==> src/rtl/seq_shifter_pkg.sv <==
// Shared types for the sequential B-operand shifter: operation codes and FSM states.
`timescale 1ns/1ps
package seq_shifter_pkg;

   typedef enum logic [1:0] {
      SH_PASS = 2'b00,
      SH_LSL  = 2'b01,
      SH_LSR  = 2'b10,
      SH_ASR  = 2'b11
   } shift_op_e;

   typedef enum logic [1:0] {
      S_IDLE,
      S_SHIFT,
      S_DONE
   } state_e;

   // PASS never shifts, whatever distance is presented with it.
   function automatic logic is_pass(input shift_op_e op);
      return op == SH_PASS;
   endfunction

endpackage

==> src/rtl/seq_shifter_step.sv <==
// One-bit shift step: next work value plus the bit that falls off the end.
`timescale 1ns/1ps
module shift_step
   import seq_shifter_pkg::*;
#(
   parameter int WIDTH = 16
) (
   input  logic [WIDTH-1:0] i_val,
   input  shift_op_e        i_op,
   output logic [WIDTH-1:0] o_val,
   output logic             o_bit
);

   always_comb begin
      o_val = i_val;
      o_bit = 1'b0;
      case (i_op)
         SH_LSL: begin
            o_val = {i_val[WIDTH-2:0], 1'b0};
            o_bit = i_val[WIDTH-1];
         end
         SH_LSR: begin
            o_val = {1'b0, i_val[WIDTH-1:1]};
            o_bit = i_val[0];
         end
         SH_ASR: begin
            o_val = {i_val[WIDTH-1], i_val[WIDTH-1:1]};
            o_bit = i_val[0];
         end
         default: ;
      endcase
   end

endmodule

==> src/rtl/seq_shifter.sv <==
// Multi-cycle shifter, one bit position per clock, valid/ready on both sides.
// Optional carry output of the last shifted-out bit under SEQ_SHIFTER_CARRY_EN.
`timescale 1ns/1ps
module seq_shifter
   import seq_shifter_pkg::*;
#(
   parameter int WIDTH = 16,
   parameter int AMT_W = $clog2(WIDTH)
) (
   input  logic             clk,
   input  logic             reset,
   input  logic             in_valid,
   output logic             in_ready,
   input  logic [WIDTH-1:0] in_data,
   input  logic [1:0]       op,
   input  logic [AMT_W-1:0] amt,
   output logic             out_valid,
   input  logic             out_ready,
   output logic [WIDTH-1:0] out_data,
   output logic             busy
`ifdef SEQ_SHIFTER_CARRY_EN
   ,
   output logic             carry
`endif
);

   state_e           r_state;
   shift_op_e        r_op;
   logic [WIDTH-1:0] r_work;
   logic [AMT_W-1:0] r_count;
   logic             r_out_valid;
   logic             r_busy;

   shift_op_e        w_op_in;
   logic [AMT_W-1:0] w_amt_eff;
   logic             w_accept;
   logic [WIDTH-1:0] w_step_val;
   logic             w_step_bit;

   assign w_op_in   = shift_op_e'(op);
   assign w_amt_eff = is_pass(w_op_in) ? '0 : amt;
   // DONE hands its slot straight to the next operation when the consumer takes the result.
   assign in_ready  = (r_state == S_IDLE) || ((r_state == S_DONE) && out_ready);
   assign w_accept  = in_valid && in_ready;

   assign out_valid = r_out_valid;
   assign out_data  = r_work;
   assign busy      = r_busy;

   shift_step #(.WIDTH(WIDTH)) u_step (
      .i_val (r_work),
      .i_op  (r_op),
      .o_val (w_step_val),
      .o_bit (w_step_bit)
   );

   always_ff @(posedge clk or posedge reset) begin
      if (reset) begin
         r_state     <= S_IDLE;
         r_op        <= SH_PASS;
         r_work      <= '0;
         r_count     <= '0;
         r_out_valid <= 1'b0;
         r_busy      <= 1'b0;
      end else begin
         case (r_state)
            S_IDLE, S_DONE: begin
               if (w_accept) begin
                  r_work      <= in_data;
                  r_op        <= w_op_in;
                  r_count     <= w_amt_eff;
                  r_state     <= (w_amt_eff == '0) ? S_DONE : S_SHIFT;
                  r_out_valid <= (w_amt_eff == '0);
                  r_busy      <= 1'b1;
               end else if ((r_state == S_DONE) && out_ready) begin
                  r_state     <= S_IDLE;
                  r_out_valid <= 1'b0;
                  r_busy      <= 1'b0;
               end
            end
            S_SHIFT: begin
               r_work  <= w_step_val;
               r_count <= r_count - AMT_W'(1);
               if (r_count == AMT_W'(1)) begin
                  r_state     <= S_DONE;
                  r_out_valid <= 1'b1;
               end
            end
            default: begin
               r_state     <= S_IDLE;
               r_out_valid <= 1'b0;
               r_busy      <= 1'b0;
            end
         endcase
      end
   end

`ifdef SEQ_SHIFTER_CARRY_EN
   logic r_carry;
   assign carry = r_carry;

   always_ff @(posedge clk or posedge reset) begin
      if (reset)                   r_carry <= 1'b0;
      else if (w_accept)           r_carry <= 1'b0;
      else if (r_state == S_SHIFT) r_carry <= w_step_bit;
   end
`else
   logic w_unused_step_bit;
   assign w_unused_step_bit = w_step_bit;
`endif

endmodule

==> config.mk <==
export PLATFORM = sky130hd
export DESIGN_NAME = seq_shifter
export DESIGN_NICKNAME = d
export VERILOG_FILES = /design/src/rtl/seq_shifter_pkg.sv /design/src/rtl/seq_shifter_step.sv /design/src/rtl/seq_shifter.sv
export SDC_FILE = /design/constraint.sdc
export NUM_CORES = 1
export LEC_CHECK = 0
export BUFFER_PORTS_ARGS = -buffer_cell sky130_fd_sc_hd__buf_2
export CAP_MARGIN = 20
export CORE_MARGIN = 4
export CORE_UTILIZATION = 40
export CTS_CLUSTER_SIZE = 12
export DETAILED_ROUTE_END_ITERATION = 10
export GPL_TIMING_DRIVEN = 0
export PLACE_DENSITY = 0.65
export SKIP_CTS_REPAIR_TIMING = 1
export SLEW_MARGIN = 20
export SYNTH_ARGS = -nofsm -noshare
export SYNTH_HDL_FRONTEND = slang
export SYNTH_HIERARCHICAL = 1
export SYNTH_SLANG_ARGS = --single-unit
==> constraint.sdc <==
create_clock -name clk -period 1.62 [get_ports clk]
set_clock_uncertainty 0.2 [all_clocks]
set_input_delay 0.162 -clock clk [delete_from_list [all_inputs] [get_ports clk]]
set_output_delay 0.162 -clock clk [all_outputs]
set_load 0.05 [all_outputs]
-- Word level (Yosys, flattened, before mapping)
Index checks and enable logic that the tools add are counted.
- add/sub/neg operators: 1
- muxes and demuxes: 17
- bitwise logic cells: 1
- equality and inequality tests: 12
- reduce and logical (&&, ||, !) cells: 14
- operator list (kind ; count):
    one-hot mux 16 bit (3 select lines) ; 1
    one-hot mux 16 bit (2 select lines) ; 1
    2-to-1 mux 16 bit ; 1
    2-to-1 mux 2 bit ; 4
    2-to-1 mux 4 bit ; 2
    one-hot mux 4 bit (2 select lines) ; 1
    AND reduction 2 bit ; 4
    == test 2 bit, second input constant ; 3
    != test 2 bit, second input constant ; 3
    == test 2 x 1 -> 1 bit, second input constant ; 2
    == test 4 x 1 -> 1 bit, second input constant ; 1
    zero test 2 bit ; 2
    zero test 4 bit ; 1
    2-to-1 mux 1 bit ; 4
    != test 4 x 1 -> 1 bit, second input constant ; 1
    one-hot mux 1 bit (2 select lines) ; 2
    one-hot mux 2 bit (2 select lines) ; 1
    AND reduction 4 bit ; 1
    subtractor 4 x 1 -> 4 bit, second input constant ; 1
    != test 3 x 1 -> 1 bit, second input constant ; 1
    != test 3 bit, second input constant ; 1
    AND reduction 3 bit ; 1
    logical AND 1 bit ; 2
    nonzero test 2 bit ; 1
    3 further kinds ; 3
- register bits after elaboration: 26
- input port bits: 26
- output and inout bits: 19
- word-level logic and storage cells: 52

-- Logic depth before layout (Yosys ltp)
Gate-level depths: netlist of the first run.
- word-level depth: 6
- mapped depth: 6
- gate-level depth less buffers: 5

-- Modules after synthesis
The synthesis of the first run kept the hierarchy.
- modules (own cells, without submodules) (module ; sequential area each (µm²) ; times used ; area an instance (µm²) ; cells an instance):
    seq_shifter ; 625.6 ; 1 ; 1402.6 ; 106
    shift_step ; 0.0 ; 1 ; 354.1 ; 54

-- Least setup slack after synthesis of the first run
Ideal clock, no wire load.
- kind: register to register
- start point: register r_state[1]
- end point: register r_work[10] (netlist: out_data[10])
- required time: 1.295 ns
- buffers on the path: 2
- data arrival time: 1.691 ns
- stages on the path, launching flop included: 6
- slack: -0.396 ns
- clock period less this slack: 2.016 ns
- setup time: 0.125 ns
- cell sequence: dfrtp_1 nand2b_1 buf_6 buf_12 mux2_4 mux2_4
- word-level cells in the longest chain between the ends: 6
- elaborated cells on any way between the ends: 12
- classes of those cells: eq/ne (4); mux (1); reduce/logical (7)
- RTL lines (item ; line ; source):
    from (decl) ; seq_shifter.sv:27 ; state_e r_state;
    from (signal assigned) ; seq_shifter.sv:72 ; r_state <= (w_amt_eff == '0) ? S_DONE : S_SHIFT;
    == test 2 bit ; seq_shifter.sv:43, seq_shifter.sv:66 ;
    logical AND 1 bit ; seq_shifter.sv:43 ; assign in_ready = (r_state == S_IDLE) || ((r_state == S_DONE) && out_ready);
    logical OR 1 bit ; seq_shifter.sv:43 ;
    logical AND 1 bit ; seq_shifter.sv:44 ; assign w_accept = in_valid && in_ready;
    != test 2 bit (no source line) ; n/a ;
    AND reduction 3 bit (no source line) ; n/a ;
    to (signal assigned) ; seq_shifter.sv:69 ; r_work <= in_data;
    to (signal assigned) ; seq_shifter.sv:82 ; r_work <= w_step_val;
    to (decl) ; seq_shifter.sv:29 ; logic [WIDTH-1:0] r_work;
Parallel ways exist; a longest one is shown, timed or not.
A chain may end at the register's enable or synchronous reset.

-- Worst setup path after layout of the first run
- start point: register r_op[0]
- end point: register r_work[5] (netlist: out_data[5])
- word-level cells in the longest chain between the ends: 3
- elaborated cells on any way between the ends: 7
- classes of those cells: eq/ne (4); mux (2); reduce/logical (1)
- RTL lines (item ; line ; source):
    from (decl) ; seq_shifter.sv:28 ; shift_op_e r_op;
    from (signal assigned) ; seq_shifter.sv:70 ; r_op <= w_op_in;
    == test 2 bit, or another cell as far along ; seq_shifter_step.sv:17 ; case (i_op)
    one-hot mux 16 bit (3 select lines) * ; seq_shifter_step.sv:17 ;
    via w_step_val[5] ; seq_shifter.sv:37 ; logic [WIDTH-1:0] w_step_val;
    one-hot mux 16 bit (2 select lines) * ; seq_shifter.sv:66 ; case (r_state)
Mark *: on every way through the listed nets, which the timed path passes. The rest lies on a longest branch.

==> impl_metrics.json, run 1 <==
{
  "outcome": "complete, but fails checks",
  "violations": "setup timing",
  "syn_area_um2": 1740,
  "fp-row-count": 23,
  "instances_no_fill": 275,
  "dieHeight_um": 74.0,
  "total_power_mw": 5.74,
  "nets": 254,
  "cts_tree": "built",
  "tns_ns": -1.81,
  "n_fill_cell": 358,
  "cts_max_path_buffers": 2,
  "syn_inst": 157,
  "drc_errors": 0,
  "tightest_slew_ns": 0.961,
  "cp.required_ns": 1.59,
  "port_buffers": 44,
  "seqPwrFrac": 0.238,
  "netSwitchingPower_mw": 2.65,
  "clock_latency_ns": 0.27,
  "initial_core_util": 0.424,
  "drt_wl_total_um": 4130,
  "fin_ws_ns": -0.132,
  "rsz0062_at_grt": "true",
  "multi_input_area_um2": 1080,
  "cts_inserted_buffers": 3,
  "hold_viol_final": 0,
  "min_period_ns": 1.75,
  "setup_violations": 17,
  "slew_violations": 0,
  "grt_pass1_wl_um": 6220,
  "p_comb_frac": 0.695,
  "syn_avg_cell_area_um2": 11.1,
  "drive_gt1_frac": 0.551,
  "max_cap_violations": 0,
  "seq_area_um2": 632,
  "clockPowerShare": 0.067,
  "cts.sink_count": 25,
  "max_freq_mhz": 571,
  "n_antenna_cell": 0,
  "grt_start_max_net_pins": 26,
  "clkTransAtPathRegs_ns": 0.10,
  "fin_crit_sh": 1.08,
  "p_leak_nw": 1.16,
  "maxSlewHeadroom": 0.356,
  "clockRootBuffer": "clkbuf_8",
  "end_kind": "flip-flop",
  "wl_per_cell_um": 15.0,
  "arrival_ns": 1.72,
  "die-area_um2": 5480,
  "crit_fanout": 4,
  "grt_overflow_total": 0,
  "first_global_vias": 1276,
  "p_int_mw": 3.09,
  "worstSetupPathType": "reg2reg",
  "h-tree-depth": 1,
  "die_w_um": 74.0,
  "vias": 1423,
  "ys_warn_count": 6,
  "gp_congestion": 0.810,
  "io_pins": 45,
  "hold_class": "in2reg",
  "gr-usage-all-layers": 0.143,
  "mappedNetlistNets": 185,
  "hpwl_um": 2790,
  "vdd_drop_max_mv": 1.75,
  "ant_nets": 0,
  "dp_cells": 251,
  "p_per_area_nw_per_um2": 2440,
  "p_sw_frac": 0.462,
  "antenna_found_initial": 0,
  "first_pass_iters": 4,
  "drt_iter0_drc": 71,
  "areaGrowthSynthToFinish_pct": 34.7,
  "startpoint_type": "flip-flop",
  "core_um2": 4120,
  "viasPerCell": 5.17
}
cells in the final DEF (no fill, tap or decap), types with 5 or more instances in the layout:
cell type,instances
o21ai_1,8
dfrtp_2,5
mux2_2,17
buf_2,46
nand2_1,16
o21ai_0,13
buf_4,13
mux2_4,19
mux2i_1,16
dfrtp_1,20
final timing paths:
path	from	endpoint	slack (ns)	depth (start not counted)
worst min-delay path	in_valid	r_state[1]$_DFFE_PP0P_	0.009	3
worst min register to register	r_op[0]$_DFFE_PP0P_	r_op[0]$_DFFE_PP0P_	0.34	1
max in group asynchronous	reset	r_state[1]$_DFFE_PP0P_	0.41	3
worst max register to register	r_op[0]$_DFFE_PP0P_	out_data[5]$_DFFE_PP0P_	-0.13	6
worst max-delay path	r_op[0]$_DFFE_PP0P_	out_data[5]$_DFFE_PP0P_	-0.13	6
min in group asynchronous	reset	out_data[6]$_DFFE_PP0P_	0.32	3
state kept, by name, indices dropped and copies added, names as in the netlist:
| name | cells |
|---|---|
| out_data | 16 |
| r_count | 4 |
| r_op | 2 |
| r_state | 2 |
| busy | 1 |
worst max-delay path, cell delays in order, from the launching register on:
cell     delay (ns)
dfrtp_1        0.39
buf_6          0.13
buf_12         0.12
mux2i_1        0.16
o21ai_0        0.11
mux2_4         0.28
mux2_4         0.26
routing by layer:
layer | track usage | share of wire | vias to the layer above
li1 | - | - | 710
met1 | 0.203 | 0.49 | 678
met2 | 0.228 | 0.46 | 33
met4 | 0.0181 | 0.0048 | 0
met3 | 0.0351 | 0.048 | 2
met5 | 0 | 0 | -
final cells by class:
cell class | instances | area share
Buffer | 8 | 0.0394
Tap cell | 50 | 0.0266
Timing Repair Buffer | 64 | 0.181
Multi-Input combinational cell | 120 | 0.458
Clock buffer | 4 | 0.0192
Inverter | 4 | 0.00639
Sequential cell | 25 | 0.269
power by group through the flow:
stage / registers (mW) / clock network [mW] / logic [mW]
2_1_floorplan: 2.08 / 0 / 2.04
3_3_place_gp: 1.35 / 0 / 3.39
3_5_place_dp: 1.36 / 0 / 3.43
4_1_cts: 1.35 / 0.396 / 3.44
5_1_grt: 1.43 / 0.420 / 4.26
6_report: 1.37 / 0.384 / 3.99
through the flow:
stage / hold slack, ns / worst slack (ns) / cell area, um^2 / utilization
2_1_floorplan: -0.0109 / -0.235 / 1760 / -
3_3_place_gp: 0.251 / -0.342 / 2040 / 0.497
3_5_place_dp: 0.253 / -0.353 / 2040 / 0.497
4_1_cts: -0.0524 / -0.357 / 2090 / 0.507
5_1_grt: 0.0384 / -0.200 / 2350 / 0.571
6_report: 0.00947 / -0.132 / 2350 / 0.571
(Power assumes the default switching activity.)
==> inputs of run 2 (changes only) <==
ABC_AREA = 1   (was unset)
CORE_MARGIN = unset   (was 4)
CTS_BUF_LIST = sky130_fd_sc_hd__clkbuf_8 sky130_fd_sc_hd__clkbuf_16   (was unset)
==> run 2 against run 1 <==
  * The run ends with hold timing left
  * First-iteration DRC count grew 52%
  * Combinational power is 1% lower
  * Final area increased by 0.80%
  * Clock-buffer cell count decreased by 1
  * Global-route usage up 5.9 points
  * Core utilization grew 0.46 points
  * Sequential power about the same
  * Sequential share of layout area decreased by 0.42 points
  * Synthesized area increased by 1.1%
  * Cell count is 29% higher
  * Largest power group unchanged
==> impl_metrics.json, run 2 <==
{
  "crit_family": "simple AND/OR/NAND/NOR gates",
  "grt_overflow_total": 0,
  "hpwl_um": 3070,
  "slowest_stage": "dfrtp_1",
  "hold_depth": 3,
  "gp_congestion": 0.821,
  "drt_wl_total_um": 4540,
  "grt_start_max_net_pins": 26,
  "dpl-instance-area_um2": 2050,
  "path_cells": "buf_6, buf_6, nand3_1, nand3_2, or2_2, o211ai_1, nand2_1",
  "clock_latency_ns": 0.28,
  "ys_warn_count": 6,
  "fp-row-count": 23,
  "r2r_cells": 7,
  "cp.required_ns": 1.59,
  "core_um2": 4120,
  "total_power_mw": 5.67,
  "die-area_um2": 4680,
  "setup_violations": 0,
  "vias": 1811,
  "areaGrowthSynthToFinish_pct": 34.4,
  "layout_commonest_cell": "nand2_1",
  "max_cap_violations": 0,
  "cp_num_cells": 7,
  "gr-usage-all-layers": 0.202,
  "fin_ws_ns": 0.0200,
  "arrival_ns": 1.57,
  "dieHeight_um": 68.4,
  "mappedNetlistNets": 261,
  "cts_inserted_buffers": 3,
  "tightest_slew_ns": 0.944,
  "drive_gt1_frac": 0.292,
  "preCtsSetupSlack_ns": -0.0404,
  "multi_input_area_um2": 970,
  "p_leak_nw": 1.21,
  "clockRootBuffer": "clkbuf_8",
  "cts.sink_count": 25,
  "h-tree-depth": 1,
  "finalCoreUtilization": 0.576,
  "violations": "hold timing",
  "largest_register_ffs": 16,
  "worstSetupPathType": "reg2reg",
  "cp_slowest_stage_delay_ns": 0.41,
  "seq_area_um2": 627,
  "antenna_found_initial": 0,
  "syn_inst": 233,
  "cp_common_cell": "buf_6",
  "rsz0062_at_grt": "true",
  "cts_tree": "built",
  "cts_max_path_buffers": 2,
  "syn_avg_cell_area_um2": 7.57,
  "syn_area_um2": 1760,
  "fin_crit_sh": 0.988,
  "crit_fanout": 5,
  "initial_core_util": 0.428,
  "p_per_area_nw_per_um2": 2390,
  "port_buffers": 44,
  "post-route-cell-area_um2": 2370,
  "n_fill_cell": 388,
  "mostFrequentLayoutCells": "nand2_1 (79), buf_2 (45), nand3_1 (35)",
  "first_global_vias": 1539,
  "first_pass_iters": 4,
  "end_kind": "flip-flop",
  "n_antenna_cell": 0,
  "maxSlewHeadroom": 0.367,
  "drt_iter0_drc": 108,
  "wl_per_cell_um": 12.8,
  "tns_ns": 0,
  "clkTransAtPathRegs_ns": 0.09,
  "drc_errors": 0,
  "hold_viol_final": 1,
  "ant_nets": 0,
  "hold-worst-slack_ns": -0.0127,
  "max_freq_mhz": 625,
  "die_w_um": 68.4,
  "nets": 334,
  "outcome": "complete, but fails checks",
  "viasPerCell": 5.10,
  "io_pins": 45,
  "vdd_drop_max_mv": 0.970,
  "grt_pass1_wl_um": 7110,
  "hold_class": "in2reg",
  "min_period_ns": 1.60,
  "critical_path_buf_inv_count": 2,
  "startpoint_type": "flip-flop",
  "slew_violations": 0
}
==> run 2: cell types whose count changed in the layout (fill, tap and decap cells not counted), moves of 8 or more <==
cell and delta:
buf_4 -8, dlygate4sd3_1 +16, mux2_2 -17, mux2_4 -19, mux2i_1 -16, nand2_1 +63, nand3_1 +35, o211ai_1 +13
or2_0 +11
==> run 2: worst min-delay path, stage by stage <==
cell     delay [ns]
buf_2          0.10
inv_1          0.06
o21ai_0        0.10
==> run 2: where the power goes <==
part | internal, mW | switching, mW
logic | 1.47 | 2.48
clock network | 0.170 | 0.211
registers | 0.952 | 0.393
total | 2.59 | 3.08
==> run 2: through the flow <==
step / std cells / hold slack (ns)
2_1_floorplan: 233 / -0.0108
3_3_place_gp: 327 / 0.212
3_5_place_dp: 327 / 0.214
4_1_cts: 331 / -0.0750
5_1_grt: 355 / 0.0120
6_report: 355 / -0.0127
==> run 2: final timing paths <==
check | start | endpoint | slack [ns]
max in group asynchronous | reset | r_state[1]$_DFFE_PP0P_ | 0.43
max | r_op[0]$_DFFE_PP0P_ | out_data[3]$_DFFE_PP0P_ | 0.02
max reg2reg | r_op[0]$_DFFE_PP0P_ | out_data[3]$_DFFE_PP0P_ | 0.02
min | op[1] | r_op[1]$_DFFE_PP0P_ | -0.01
min in group asynchronous | reset | out_data[9]$_DFFE_PP0P_ | 0.32
min reg2reg | busy$_DFFE_PP0P_ | busy$_DFFE_PP0P_ | 0.32
==> run 2: area by class of cell <==
class | count | share of cell area
Clock inverter | 1 | 0.00158
Inverter | 15 | 0.0280
Timing Repair Buffer | 70 | 0.202
Multi-Input combinational cell | 181 | 0.409
Buffer | 10 | 0.0507
Sequential cell | 25 | 0.265
Clock buffer | 3 | 0.0174
Tap cell | 50 | 0.0264
==> run 2: layer usage <==
layer | GRT usage | up-vias | share of wire
li1 | - | 909 | -
met1 | 0.261 | 848 | 0.45
met2 | 0.339 | 48 | 0.50
met3 | 0.0250 | 6 | 0.037
met4 | 0.0729 | 0 | 0.014
met5 | 0 | - | 0
==> inputs of run 3 (changes only) <==
PLACE_DENSITY = unset   (was 0.65)
clock period = 1.57 ns   (was 1.62 ns; I/O delays follow)
==> run 3 against run 2 <==
  * The flow finishes with violations (setup timing)
  * Setup slack got worse by 0.027 ns
  * Clock-buffer cell count did not move
  * Cell count is 1.1% higher
  * First-iteration DRC count fell by 20%
  * Die area stayed put
  * Core utilization increased by 2.6 points
  * Final area up 4.5%
  * Clock power is 2% higher
  * Combinational power increased by 6.6%
==> impl_metrics.json, run 3 (synthesis gave the netlist of run 2 again) <==
{
  "n_antenna_cell": 0,
  "grt_start_max_net_pins": 26,
  "clockPowerShare": 0.065,
  "mostFrequentLayoutCells": "nand2_1 (77), buf_2 (44), nand3_1 (24), dfrtp_1 (24), dlygate4sd3_1 (20)",
  "vias": 1785,
  "h-tree-depth": 1,
  "io_pins": 45,
  "p_sw_frac": 0.537,
  "port_buffers": 44,
  "grt_pass1_wl_um": 6820,
  "worstSetupPathType": "reg2reg",
  "startpoint_type": "flip-flop",
  "cts.sink_count": 25,
  "vdd_drop_max_mv": 1.12,
  "cp.required_ns": 1.52,
  "ant_nets": 0,
  "seqPwrFrac": 0.233,
  "gp_congestion": 0.794,
  "gr-usage-all-layers": 0.196,
  "p_comb_frac": 0.702,
  "clock_latency_ns": 0.27,
  "outcome": "complete, but fails checks",
  "dieHeight_um": 68.4,
  "max_freq_mhz": 634,
  "p_per_area_nw_per_um2": 2420,
  "arrival_ns": 1.53,
  "violations": "setup timing",
  "fin_crit_sh": 1.00,
  "crit_fanout": 9,
  "slew_violations": 0,
  "die-area_um2": 4680,
  "cts_inserted_buffers": 3,
  "largest_register_ffs": 16,
  "rsz0062_at_grt": "true",
  "setup_violations": 1,
  "hold_viol_final": 0,
  "post-route-cell-area_um2": 2480,
  "clockRootBuffer": "clkbuf_8",
  "preCtsSetupSlack_ns": -0.0844,
  "cts_max_path_buffers": 2,
  "drt_iter0_drc": 86,
  "max_cap_violations": 0,
  "dpl-instance-area_um2": 2050,
  "first_pass_iters": 4,
  "areaGrowthSynthToFinish_pct": 40.5,
  "fin_ws_ns": -0.00742,
  "drive_gt1_frac": 0.340,
  "drt_wl_total_um": 4460,
  "netSwitchingPower_mw": 3.21,
  "p_leak_nw": 1.25,
  "maxSlewHeadroom": 0.685,
  "nets": 338,
  "layout_commonest_cell": "nand2_1",
  "total_power_mw": 5.98,
  "viasPerCell": 4.97,
  "tightest_slew_ns": 0.470,
  "grt_overflow_total": 0,
  "core_um2": 4120,
  "cts_tree": "built",
  "drc_errors": 0,
  "end_kind": "flip-flop",
  "initial_core_util": 0.428,
  "wl_per_cell_um": 12.4,
  "fp-row-count": 23,
  "antenna_found_initial": 0,
  "p_int_mw": 2.77,
  "min_period_ns": 1.58,
  "hold_class": "in2reg",
  "clkTransAtPathRegs_ns": 0.09,
  "die_w_um": 68.4,
  "hpwl_um": 2980,
  "first_global_vias": 1475
}
run 3: changes by cell type in the layout (fill, tap and decap cells not counted), sizes merged:
cell,change
buf,+4
dlygate4sd3,+1
clkbuf,-1
run 3: layout make-up:
type	count	area, um^2
Clock buffer	3	41.3
Timing Repair Buffer	73	503
Multi-Input combinational cell	181	1030
Tap cell	50	62.6
Clock inverter	1	3.75
Sequential cell	25	627
Buffer	11	135
Fill cell	391	1640
Inverter	15	68.8
run 3: power groups by stage:
stage | Combinational, mW | Clock, mW | Sequential [mW]
3_3_place_gp | 3.79 | 0 | 1.37
4_1_cts | 3.82 | 0.409 | 1.37
2_1_floorplan | 2.27 | 0 | 2.09
5_1_grt | 4.62 | 0.433 | 1.47
6_report | 4.20 | 0.390 | 1.39
3_5_place_dp | 3.81 | 0 | 1.37
run 3: through the flow:
| step | instances | utilization | hold WS (ns) | TNS (ns) |
|---|---|---|---|---|
| floorplan | 233 | - | -0.0158 | 0 |
| global placement | 327 | 0.498 | 0.208 | -0.272 |
| detailed placement | 327 | 0.498 | 0.207 | -0.333 |
| CTS | 331 | 0.509 | -0.0784 | -0.411 |
| global route | 359 | 0.602 | 0.0237 | -0.290 |
| finish | 359 | 0.602 | 0.00381 | -0.00742 |
run 3: worst max-delay path, cell delays in order (launching register included):
cell and delay, ns:
dfrtp_1 0.40, buf_6 0.16, buf_8 0.14, nand2_2 0.05
nand2_1 0.04, or2_2 0.28, o211ai_1 0.09, nand2_1 0.09
run 3: final timing paths:
kind	end	depth (start not counted)	startpoint	slack, ns
worst max-delay path	out_data[0]$_DFFE_PP0P_	7	r_op[1]$_DFFE_PP0P_	-0.007
worst min-delay path	r_state[1]$_DFFE_PP0P_	4	out_ready	0.004
worst max register to register	out_data[0]$_DFFE_PP0P_	7	r_op[1]$_DFFE_PP0P_	-0.007
worst min register to register	busy$_DFFE_PP0P_	2	busy$_DFFE_PP0P_	0.32
max in group asynchronous	r_state[1]$_DFFE_PP0P_	4	reset	0.57
min in group asynchronous	out_data[7]$_DFFE_PP0P_	3	reset	0.18
run 3: routing by layer:
metal | wire length (um) | track usage | up-vias
met2 | 2210 | 0.336 | 34
met5 | 0 | 0 | -
met1 | 2120 | 0.259 | 829
met4 | 27 | 0.0469 | 0
met3 | 98 | 0.0250 | 2
li1 | - | - | 920
